## config.mk

```make
export PLATFORM = sky130hd
export DESIGN_NAME = bar_uart_gpio_bridge
export DESIGN_NICKNAME = d
export VERILOG_FILES = /design/src/rtl/bar_uart_gpio_bridge.sv
export SDC_FILE = /design/constraint.sdc
export NUM_CORES = 1
export LEC_CHECK = 0
export ABC_AREA = 0
export CORE_MARGIN = 2
export CORE_UTILIZATION = 50
export DETAILED_ROUTE_END_ITERATION = 16
export PLACE_DENSITY_LB_ADDON = 0.12
export SETUP_SLACK_MARGIN = 0.5
export SYNTH_ARGS = -nofsm -noshare
export SYNTH_HDL_FRONTEND = slang
export SYNTH_SLANG_ARGS = --single-unit
```

## constraint.sdc

```tcl
create_clock -name clk_main_a0 -period 10.5 [get_ports clk_main_a0]
set_clock_uncertainty 0.15 [all_clocks]
set_input_delay 1.05 -clock clk_main_a0 [delete_from_list [all_inputs] [get_ports clk_main_a0]]
set_output_delay 1.05 -clock clk_main_a0 [all_outputs]
set_load 0.02 [all_outputs]
```

## src/rtl/bar_uart_gpio_bridge.sv

```systemverilog
// Host BAR register window: writable GPIO banks, SoC GPIO readback, and a FIFO-fed
// 8N1 serializer that drives the SoC UART RX pin.
module bar_uart_gpio_bridge #(
    parameter int                ADDR_W       = 32,
    parameter int                DATA_W       = 32,
    parameter int                NUM_GPIO     = 2,
    parameter int                FIFO_DEPTH   = 16,
    parameter int                CLKS_PER_BIT = 16,
    parameter logic [ADDR_W-1:0] BASE_ADDR    = 'h1000
) (
    input  logic                       clk_main_a0,
    input  logic                       rst_main_n,
    input  logic [ADDR_W-1:0]          pcie_bar_addr,
    input  logic [DATA_W-1:0]          pcie_bar_wdata,
    input  logic                       pcie_bar_wen,
    input  logic                       pcie_bar_ren,
    output logic [DATA_W-1:0]          pcie_bar_rdata,
    output logic                       pcie_bar_rvalid,
    output logic                       uart_rx_out,
    output logic [NUM_GPIO*DATA_W-1:0] gpio_in_out,
    input  logic [NUM_GPIO*DATA_W-1:0] gpio_out_in,
    input  logic [NUM_GPIO*DATA_W-1:0] gpio_oe_in,
    output logic                       irq
);
    localparam int AW = $clog2(FIFO_DEPTH);
    localparam int CW = $clog2(CLKS_PER_BIT);
    localparam logic [CW-1:0] BIT_LAST = CW'(CLKS_PER_BIT - 1);
    localparam logic [AW:0]   FULL_LVL = (AW + 1)'(FIFO_DEPTH);

    typedef enum logic [1:0] {S_IDLE, S_START, S_DATA, S_STOP} tx_state_t;
    tx_state_t tx_state, tx_next;

    logic [ADDR_W-3:0] woff;
    logic              hit_tx, hit_st, hit_ctrl, gpio_sel, addr_ok, unused_addr_bits;
    logic              tx_enable, irq_en, overflow, bad_addr, tx_busy;
    logic              push, push_ok, pop, flush, fifo_full, fifo_empty, ovf_set, st_wr;
    logic [7:0]        mem [FIFO_DEPTH];
    logic [AW-1:0]     wr_ptr, rd_ptr;
    logic [AW:0]       fifo_count;
    logic [15:0]       level;
    logic [31:0]       status_word;
    logic [DATA_W-1:0] rd_word;
    logic [DATA_W-1:0] gpio_in_q [NUM_GPIO];
    logic [CW-1:0]     clk_cnt;
    logic [2:0]        bit_idx;
    logic [7:0]        shreg;
    logic              bit_done;

    // Word offset into the window; an address below BASE_ADDR wraps to a large offset and decodes as bad.
    assign woff             = pcie_bar_addr[ADDR_W-1:2] - BASE_ADDR[ADDR_W-1:2];
    assign unused_addr_bits = ^pcie_bar_addr[1:0];
    assign hit_tx           = (woff == (ADDR_W - 2)'(0));
    assign hit_st           = (woff == (ADDR_W - 2)'(1));
    assign hit_ctrl         = (woff == (ADDR_W - 2)'(2));
    assign gpio_sel         = (woff[ADDR_W-3:6] == (ADDR_W - 8)'(1)) &&
                              (int'(woff[5:2]) < NUM_GPIO) && (woff[1:0] != 2'd3);
    assign addr_ok          = hit_tx | hit_st | hit_ctrl | gpio_sel;

    assign fifo_full  = (fifo_count == FULL_LVL);
    assign fifo_empty = (fifo_count == '0);
    assign level      = 16'(fifo_count);
    assign flush      = pcie_bar_wen && hit_ctrl && pcie_bar_wdata[1];
    assign push       = pcie_bar_wen && hit_tx;
    assign pop        = (tx_state == S_IDLE) && tx_enable && !fifo_empty && !flush;
    assign push_ok    = push && (!fifo_full || pop);
    assign ovf_set    = push && fifo_full && !pop;
    assign st_wr      = pcie_bar_wen && hit_st;
    assign bit_done   = (clk_cnt == BIT_LAST);

    assign status_word = {level, 6'd0, bad_addr, overflow, 5'd0, fifo_empty, fifo_full, tx_busy};

    always_comb begin
        rd_word = DATA_W'(32'hDEADBEEF);
        if (hit_tx) begin
            rd_word = DATA_W'(level);
        end else if (hit_st) begin
            rd_word = DATA_W'(status_word);
        end else if (hit_ctrl) begin
            rd_word = DATA_W'({29'd0, irq_en, 1'b0, tx_enable});
        end else if (gpio_sel) begin
            for (int i = 0; i < NUM_GPIO; i++) begin
                if (woff[5:2] == 4'(i)) begin
                    case (woff[1:0])
                        2'd0:    rd_word = gpio_in_q[i];
                        2'd1:    rd_word = gpio_out_in[i*DATA_W +: DATA_W];
                        default: rd_word = gpio_oe_in[i*DATA_W +: DATA_W];
                    endcase
                end
            end
        end
    end

    always_ff @(posedge clk_main_a0) begin
        if (!rst_main_n) begin
            tx_enable       <= 1'b0;
            irq_en          <= 1'b0;
            overflow        <= 1'b0;
            bad_addr        <= 1'b0;
            irq             <= 1'b0;
            pcie_bar_rdata  <= '0;
            pcie_bar_rvalid <= 1'b0;
            for (int i = 0; i < NUM_GPIO; i++) gpio_in_q[i] <= '0;
        end else begin
            if (pcie_bar_wen && hit_ctrl) begin
                tx_enable <= pcie_bar_wdata[0];
                irq_en    <= pcie_bar_wdata[2];
            end
            // A set event in the same cycle as a W1C keeps the bit set.
            overflow <= ovf_set | (overflow & ~(st_wr & pcie_bar_wdata[8]));
            bad_addr <= ((pcie_bar_wen | pcie_bar_ren) & ~addr_ok) |
                        (bad_addr & ~(st_wr & pcie_bar_wdata[9]));
            for (int i = 0; i < NUM_GPIO; i++) begin
                if (pcie_bar_wen && gpio_sel && woff[1:0] == 2'd0 && woff[5:2] == 4'(i))
                    gpio_in_q[i] <= pcie_bar_wdata;
            end
            pcie_bar_rvalid <= pcie_bar_ren;
            if (pcie_bar_ren) pcie_bar_rdata <= rd_word;
            irq <= irq_en & (overflow | bad_addr | (fifo_empty & ~tx_busy));
        end
    end

    for (genvar g = 0; g < NUM_GPIO; g++) begin : g_gpio
        assign gpio_in_out[g*DATA_W +: DATA_W] = gpio_in_q[g];
    end

    always_ff @(posedge clk_main_a0) begin
        if (push_ok) mem[wr_ptr] <= pcie_bar_wdata[7:0];
    end

    always_ff @(posedge clk_main_a0) begin
        if (!rst_main_n || flush) begin
            wr_ptr     <= '0;
            rd_ptr     <= '0;
            fifo_count <= '0;
        end else begin
            if (push_ok) wr_ptr <= wr_ptr + 1'b1;
            if (pop)     rd_ptr <= rd_ptr + 1'b1;
            case ({push_ok, pop})
                2'b10:   fifo_count <= fifo_count + 1'b1;
                2'b01:   fifo_count <= fifo_count - 1'b1;
                default: fifo_count <= fifo_count;
            endcase
        end
    end

    always_ff @(posedge clk_main_a0) begin
        if (!rst_main_n) tx_state <= S_IDLE;
        else             tx_state <= tx_next;
    end

    always_comb begin
        tx_next = tx_state;
        case (tx_state)
            S_IDLE:  if (pop) tx_next = S_START;
            S_START: if (bit_done) tx_next = S_DATA;
            S_DATA:  if (bit_done && bit_idx == 3'd7) tx_next = S_STOP;
            default: if (bit_done) tx_next = S_IDLE;
        endcase
    end

    always_comb begin
        uart_rx_out = 1'b1;
        tx_busy     = (tx_state != S_IDLE);
        case (tx_state)
            S_START: uart_rx_out = 1'b0;
            S_DATA:  uart_rx_out = shreg[0];
            default: uart_rx_out = 1'b1;
        endcase
    end

    // Bit timer restarts at every bit boundary and is held at zero while idle.
    always_ff @(posedge clk_main_a0) begin
        if (!rst_main_n) begin
            clk_cnt <= '0;
            bit_idx <= '0;
            shreg   <= '0;
        end else begin
            if (tx_state == S_IDLE || bit_done) clk_cnt <= '0;
            else                                clk_cnt <= clk_cnt + 1'b1;
            if (pop) begin
                shreg   <= mem[rd_ptr];
                bit_idx <= '0;
            end else if (tx_state == S_DATA && bit_done) begin
                shreg   <= {1'b0, shreg[7:1]};
                bit_idx <= bit_idx + 1'b1;
            end
        end
    end
endmodule

```

==> results.yml, run 1 <==
cts:
  htreeDepth: 1
  cts_buffers: 29
  cts.path.max_buffers: 3
  ctsResizeCount: 0
  cts.clk_slew.worst_paths_ns: 0.05
  cts_setup_buffers: 0
  cts_tree: "built"
  clkSinkCount: 264
  cts_hold_buf: 0
  clk_latency_ns: 0.54
  root_buffer: "clkbuf_16"
min_path:
  min_path_cells: 1
  hold_path.class: "register to register"
  min_to: "clk_cnt[0]"
  hold_start: "clk_cnt[0]"
synthesis:
  synthCells: 897
  ys_warn_count: 0
  seq_area_frac_synth_pct: 59.4
  synth_edf_count: 192
  postSynthAreaPerCell_um2: 13.5
  synth_cell_type_count: 66
  synthArstFlopShare_pct: 0
  synth_area_um2: 12100
  ys.flop_type: "edfxtp_1"
  ys_seq_elements: 264
  synth_nets: 1105
worst_setup_path:
  worst_setup_path_end_kind: "register"
  start_kind: "input port"
  crit_slowest_cell: "nor2_1"
  rr_worst_depth: 8
  timing.rr.start: "tx_state[1]"
  crit_fanout: 11
  r2r_slack_ns: 7.27
  r2r_end: "mem[14][3]"
  crit_top_cell: "or4_4"
  max_stage_delay_ns: 0.75
  cp.arrival_ns: 5.18
  crit_chain: "clkdlybuf4s50_1, or4_4, or4_4, a2111o_1, nor3_2, and2_1, nand2_1, nor2_1"
  crit_type: "input port to register"
  worstPathRequired_ns: 10.51
routing:
  drt_iter0_markers: 795
  drcViolationCount: 0
  wl_um: 35000
  drt-wirelength-per-cell_um: 23.0
  vias_per_cell: 5.74
  drt-pass1-iter-count: 5
  ant_nets: 0
  vias: 8744
timing:
  rsz0062_at_grt: "no"
  setup_viol: 0
  setup-tns-final_ns: 0
  final-hold-violation-count: 0
  tightest_slew_ns: 1.18
  timing.slew.headroom_pct: 21.0
  slew_viol_final: 0
  maxClockFrequency_ghz: 0.193
  fin_crit_ns: 5.17
  min_period_over_period_pct: 49.2
global_routing:
  grt_usage_pct: 27.2
  grt_remaining_overflow: 0
  first_global_vias: 8718
  antenna_found_initial: 5
  grt_first_pass_wirelength_um: 52800
  grt_max_degree: 58
floorplanning:
  num_rows: 57
  die_height_um: 160
  num_io_pins: 295
  core_area_um2: 24000
  die_w_um: 160
  start_util_pct: 50.5
  die_area_um2: 25500
final_layout:
  mostFrequentLayoutCell: "clkdlybuf4s50_1"
  syn_to_final_growth_pct: 33.4
  fillCellCount: 1817
  drive_gt1_share_pct: 11.5
  nNetsFinal: 1381
  final_cell_area_um2: 16200
  final_cell_mix: "290 x clkdlybuf4s50_1, 192 x edfxtp_1, 75 x nand2_1, 70 x dfxtp_1, 62 x mux4_2"
power:
  p_int_mw: 1.81
  switching_share_pct: 22.3
  p_clk_share_pct: 40.0
  p_switching_mw: 0.519
  p_seq_share_pct: 49.4
  vdd_drop_max_v: 0.000121
  power_leakage_nw: 5.54
  power_density_nw_per_um2: 144
  power_frac_comb_pct: 10.6
placement:
  dp_hpwl_um: 24900
  placed_area_um2: 15300
  io_buffers: 292
  gp_congestion: 0.834
status:
  status: "completed"
flow_run:
  max-cap-violations: 0
## cell families (layout without fill, tap and decap cells)
group / after synthesis / count (layout) / synth area share (%)
adder cells (fa/ha/maj): 12 / 12 / 1.24
AO/OA/AOI/OAI: 153 / 153 / 8.80
buffers and inverters: 75 / 373 / 2.62
other: 0 / 4 / 0
multiplexers: 107 / 107 / 15.2
flip-flops: 264 / 264 / 59.4
XOR/XNOR: 10 / 10 / 0.722
AND/OR/NAND/NOR: 276 / 276 / 12.0
## worst max-delay path, delay by kind of cell
kind            cells  cell delay, ns
compound gates      1            0.57
simple gates        6            3.03
buf+inv             1            0.52
## sequential cells by signal, indices dropped and copies added (netlist names), 2 cells and up, named ones only
signal,count
shreg,8
mem,128
gpio_in_q,64
wr_ptr,4
rd_ptr,4
tx_state,2
pcie_bar_rdata,32
bit_idx,3
clk_cnt,4
fifo_count,5
## per-layer routing
| layer | routed length (um) | global-route usage [%] | up-vias | part of all wire [%] |
|---|---|---|---|---|
| met3 | 2450 | 5.69 | 72 | 7.0 |
| met1 | 14500 | 36.4 | 4305 | 41 |
| li1 | - | - | 4026 | - |
| met4 | 1160 | 8.88 | 2 | 3.3 |
| met5 | 12 | 0 | - | 0.034 |
| met2 | 16900 | 44.9 | 339 | 48 |
## Yosys cell counts (all sizes together), types with 6 or more instances
master	n	area (um2)
or4	6	52.6
nand3	32	170
and2	35	220
ha	12	150
a22oi	8	60.1
edfxtp	192	5770
inv	15	56.3
and3	8	50.1
o21ai	33	169
nor4	9	71.3
clkbuf	41	154
or3	6	42.5
nor2	50	193
o211a	8	80.1
buf	19	108
dfxtp	72	1440
a22o	17	149
o211ai	18	135
a21oi	31	163
xnor2	6	52.6
mux2i	44	440
nor3	19	100
a21boi	6	45.1
nand2	76	293
mux4	62	1400
nand2b	12	75.1
## how the worst max path moves through the flow
stage	endpoint	slack, ns	from
final	mem[14][3]	5.33	pcie_bar_addr[17]
after global routing	mem[12][6]	5.12	pcie_bar_addr[17]
after CTS	mem[12][6]	5.29	pcie_bar_addr[17]
after detailed placement	mem[12][1]	4.73	pcie_bar_addr[17]
after global placement	mem[5][7]	4.83	pcie_bar_addr[15]
after floorplan	gpio_in_q[0][32]	4.38	pcie_bar_addr[15]
## per-stage QoR
step | power (mW) | instances | worst slack [ns] | util [%] | hold slack (ns)
4_1_cts | 2.34 | 1519 | 5.29 | 67.3 | 0.297
5_1_grt | 2.40 | 1522 | 5.12 | 67.3 | 0.303
6_report | 2.33 | 1523 | 5.33 | 67.4 | 0.293
3_5_place_dp | 1.42 | 1466 | 4.73 | 63.7 | 0.284
3_3_place_gp | 1.41 | 1466 | 4.83 | 63.7 | 0.282
2_1_floorplan | 1.26 | 897 | 4.38 | - | 0.268
## power by group through the flow
stage / sequential [mW] / clock [mW] / combinational (mW)
after floorplan: 1.19 / 0 / 0.0706
after global placement: 1.17 / 0 / 0.244
after detailed placement: 1.17 / 0 / 0.245
after CTS: 1.15 / 0.943 / 0.247
after global routing: 1.15 / 0.986 / 0.259
final: 1.15 / 0.931 / 0.246
## layout make-up
type                       instances  area, um2  share of cell area (%)
multi-input combinational        558       4640                    28.6
antenna                            4       10.0                  0.0618
timing repair buffer             305       3010                    18.6
sequential                       264       7210                    44.5
clock buffer                      42        785                    4.85
inverter                          15       56.3                   0.348
tap                              324        405                    2.50
clock inverter                    11       75.1                   0.464
No activity file was read; power rests on OpenSTA's default activity.
==> inputs of run 2 (changes only) <==
- clock period: 10.5 -> 5.2 ns (I/O delays scaled with it)
==> results.yml, run 2 (same netlist as run 1, synthesis figures left out) <==
final_layout:
  instances_no_fill: 1537
  regArea_um2: 7210
  largest_reg_flops: 128
  mostFrequentLayoutCell: "clkdlybuf4s50_1"
  final_cell_mix: "290 x clkdlybuf4s50_1, 192 x edfxtp_1, 75 x nand2_1, 70 x dfxtp_1, 62 x mux4_2"
  finish.utilization_pct: 68.3
  multiInputGateArea_um2: 4640
  nNetsFinal: 1395
  fillCellCount: 1786
  largest_register: "mem"
  final_cell_area_um2: 16400
  syn_to_final_growth_pct: 35.2
  reg_top3: "mem: 128 flops, gpio_in_q: 64 flops, pcie_bar_rdata: 32 flops"
  drive_gt1_share_pct: 13.2
timing:
  maxClockFrequency_ghz: 0.251
  timing.slew.headroom_pct: 21.8
  rsz0062_at_grt: "no"
  slew_viol_final: 0
  setup_viol: 0
  final-hold-violation-count: 0
  hold-worst-slack_ns: 0.289
  fin_crit_ns: 3.99
  layout_setup_ws_ns: 1.21
  tightest_slew_ns: 1.17
  setup-tns-final_ns: 0
  min_period_over_period_pct: 76.7
power:
  p_switching_mw: 1.04
  p_clk_share_pct: 42.0
  power_density_nw_per_um2: 295
  p_seq_share_pct: 47.8
  p_int_mw: 3.80
  vdd_drop_max_v: 0.000296
  power_frac_comb_pct: 10.2
  power_mw: 4.85
  power_leakage_nw: 5.67
  switching_share_pct: 21.5
worst_setup_path:
  cp.arrival_ns: 4.09
  r2r_slack_ns: 2.28
  crit_fanout: 8
  crit_type: "input port to register"
  start_kind: "input port"
  worstPathRequired_ns: 5.30
  worst_setup_path_end_kind: "register"
floorplanning:
  num_io_pins: 295
  core_area_um2: 24000
  die_area_um2: 25500
  start_util_pct: 50.5
  die_height_um: 160
  num_rows: 57
  die_w_um: 160
routing:
  ant_nets: 0
  drt-wirelength-per-cell_um: 22.8
  vias: 8819
  wl_um: 35100
  drt_iter0_markers: 677
  drcViolationCount: 0
  vias_per_cell: 5.74
  drt-pass1-iter-count: 5
cts:
  cts_tree: "built"
  cts_hold_buf: 0
  cts.clk_slew.worst_paths_ns: 0.06
  clkSinkCount: 264
  clk_latency_ns: 0.55
  cts.path.max_buffers: 3
  root_buffer: "clkbuf_16"
  ctsResizeCount: 0
  cts_buffers: 27
  cts_setup_buffers: 0
  htreeDepth: 1
min_path:
  hold_path.class: "input port to register"
global_routing:
  grt_first_pass_wirelength_um: 52800
  grt_max_degree: 57
  grt_usage_pct: 27.3
  grt_remaining_overflow: 0
  first_global_vias: 8859
  antenna_found_initial: 6
placement:
  dp_hpwl_um: 25000
  dp.cells: 1482
  gp_congestion: 0.860
  pre_cts_ws_ns: 0.751
  io_buffers: 292
  placed_area_um2: 15500
flow_run:
  max-cap-violations: 0
status:
  status: "completed"
-- run 2: worst max-delay path: stages --
cell and delay (ns):
clkdlybuf4s50_1 0.52, or4_4 0.61, or4_4 0.54, a2111o_1 0.57, nor4b_4 0.55, nand3_1 0.34, nor3_1 0.21, buf_4 0.21
-- run 2: path summary, 6_finish.rpt --
kind,from,endpoint,depth (start not counted)
setup / recovery,pcie_bar_addr[17],mem[3][0],8
hold / removal,pcie_bar_addr[2],pcie_bar_rdata[4],4
setup reg to reg,tx_state[1],mem[2][0],9
hold reg to reg,clk_cnt[0],clk_cnt[0],1
-- run 2: power groups by stage --
stage,combinational [mW],sequential [mW],clock (mW)
final,0.495,2.32,2.03
after detailed placement,0.496,2.36,0
after floorplan,0.143,2.41,0
after global routing,0.525,2.32,2.15
after global placement,0.492,2.36,0
after CTS,0.498,2.32,2.07
-- run 2: area by class of cell --
| cell class | instances | share of cell area [%] |
|---|---|---|
| Tap cell | 324 | 2.47 |
| Timing Repair Buffer | 321 | 19.2 |
| Clock buffer | 36 | 4.47 |
| Multi-Input combinational cell | 558 | 28.3 |
| Inverter | 15 | 0.343 |
| Sequential cell | 264 | 43.9 |
| Clock inverter | 14 | 1.27 |
| Antenna cell | 5 | 0.0763 |
-- run 2: per-layer routing --
layer	up-vias	global-route usage, %	wire length (um)	part of all wire (%)
met5	-	0	13	0.037
met4	2	9.59	995	2.8
met3	60	6.91	2790	7.9
met2	345	44.0	17000	48
met1	4358	36.2	14300	41
li1	4054	-	-	-
==> inputs of run 3 (changes only) <==
- clock period: 5.2 -> 3.8 ns (I/O delays scaled with it)
==> results.yml, run 3 (same netlist as run 1, synthesis figures left out) <==
final_layout:
  instances_no_fill: 1579
  regArea_um2: 7210
  drive_gt1_share_pct: 18.8
  final_cell_mix: "283 x clkdlybuf4s50_1, 192 x edfxtp_1, 71 x nand2_1, 71 x dfxtp_1, 62 x mux4_2"
  finish.utilization_pct: 71.6
  syn_to_final_growth_pct: 41.9
  mostFrequentLayoutCell: "clkdlybuf4s50_1"
  largest_reg_flops: 128
  fillCellCount: 1692
  largest_register: "mem"
  nNetsFinal: 1437
  reg_top3: "mem: 128 flops, gpio_in_q: 64 flops, pcie_bar_rdata: 32 flops"
  multiInputGateArea_um2: 4850
cts:
  root_buffer: "clkbuf_16"
  htreeDepth: 1
  cts_buffers: 29
  cts.clk_slew.worst_paths_ns: 0.06
  cts_tree: "built"
  cts.path.max_buffers: 3
  clk_latency_ns: 0.56
  clkSinkCount: 264
floorplanning:
  die_area_um2: 25500
  num_rows: 57
  die_w_um: 160
  core_area_um2: 24000
  num_io_pins: 295
  die_height_um: 160
  start_util_pct: 50.5
global_routing:
  first_global_vias: 9152
  antenna_found_initial: 4
  grt_usage_pct: 27.9
  grt_remaining_overflow: 0
  grt_first_pass_wirelength_um: 54500
  grt_max_degree: 57
timing:
  rsz0062_at_grt: "no"
  min_period_over_period_pct: 84.3
  fin_crit_ns: 3.20
  final-hold-violation-count: 0
  slew_viol_final: 0
  setup-tns-final_ns: 0
  timing.slew.headroom_pct: 46.6
  maxClockFrequency_ghz: 0.312
  setup_viol: 0
  tightest_slew_ns: 0.801
worst_setup_path:
  r2r_slack_ns: 0.91
  max_stage_delay_ns: 0.54
  crit_type: "input port to register"
  cp.arrival_ns: 3.32
  crit_top_cell: "or4_4"
  worstPathRequired_ns: 3.92
  crit_fanout: 8
  start_kind: "input port"
  crit_slowest_cell: "a2111o_1"
  crit_chain: "clkdlybuf4s50_1, or4_4, or4_4, a2111o_1, nor4b_4, nand3_2, buf_6, nor2_2, buf_12"
  worst_setup_path_end_kind: "register"
routing:
  wl_um: 36000
  ant_nets: 0
  top_layer: "met5"
  wl_met3_um: 3000
  drcViolationCount: 0
  vias_per_cell: 5.74
  drt_iter0_markers: 729
  drt-wirelength-per-cell_um: 22.8
  dr_wl_met2_um: 17100
  drt-pass1-iter-count: 6
  m1WireLength_um: 14700
  vias: 9066
placement:
  dp.cells: 1515
  io_buffers: 292
  dp_hpwl_um: 26100
  gp_congestion: 0.868
status:
  status: "completed"
min_path:
  hold_path.class: "input port to register"
power:
  power_mw: 6.88
  power_density_nw_per_um2: 400
  vdd_drop_max_v: 0.000299
  power_leakage_nw: 6.06
flow_run:
  max-cap-violations: 0
[run 3: final cells by class]
cell class / instances / share of cell area [%]
Inverter: 15 / 0.327
Timing Repair Buffer: 361 / 21.3
Tap cell: 324 / 2.35
Antenna cell: 3 / 0.0436
Clock buffer: 37 / 4.45
Clock inverter: 17 / 1.54
Multi-Input combinational cell: 558 / 28.2
Sequential cell: 264 / 41.9
[run 3: per-stage QoR]
| step | hold WS [ns] | setup WS (ns) | instance area [um2] |
|---|---|---|---|
| floorplan | 0.268 | 0.155 | 12300 |
| global placement | 0.279 | -0.0766 | 16000 |
| detailed placement | 0.285 | -0.157 | 16000 |
| CTS | 0.124 | 0.479 | 17100 |
| global route | 0.178 | 0.499 | 17200 |
| finish | 0.152 | 0.596 | 17200 |
[run 3: critical path, delay by kind of cell]
family	cells	cell delay [ns]
simple gates	5	1.68
buf+inv	3	0.73
compound gates	1	0.54
[run 3: timing repair]
| action | 4_1_cts | 5_1_grt |
|---|---|---|
| setup endpoints to repair | 96 | 299 |
| pin swaps | 1 | 12 |
| setup buffers | 1 | 6 |
| hold buffers | 0 | 0 |
| resized for setup | 2 | 18 |
[run 3: where the power goes]
| part | internal (mW) | switching (mW) | total, mW |
|---|---|---|---|
| clock network | 1.85 | 1.15 | 3.00 |
| registers | 3.14 | 0.0337 | 3.17 |
| logic | 0.386 | 0.324 | 0.710 |
[run 3: routing by layer]
layer  track usage [%]  up-vias
met5                 0        -
met3              6.83       72
met1              38.0     4464
met4              9.38        2
li1                  -     4143
met2              44.4      385
[run 3: final timing paths]
path / startpoint / to / cells past startpoint
min reg2reg: clk_cnt[0] / clk_cnt[0] / 1
max reg2reg: fifo_count[1] / mem[1][0] / 8
min: pcie_bar_addr[2] / pcie_bar_rdata[4] / 4
max: pcie_bar_addr[21] / mem[15][7] / 9
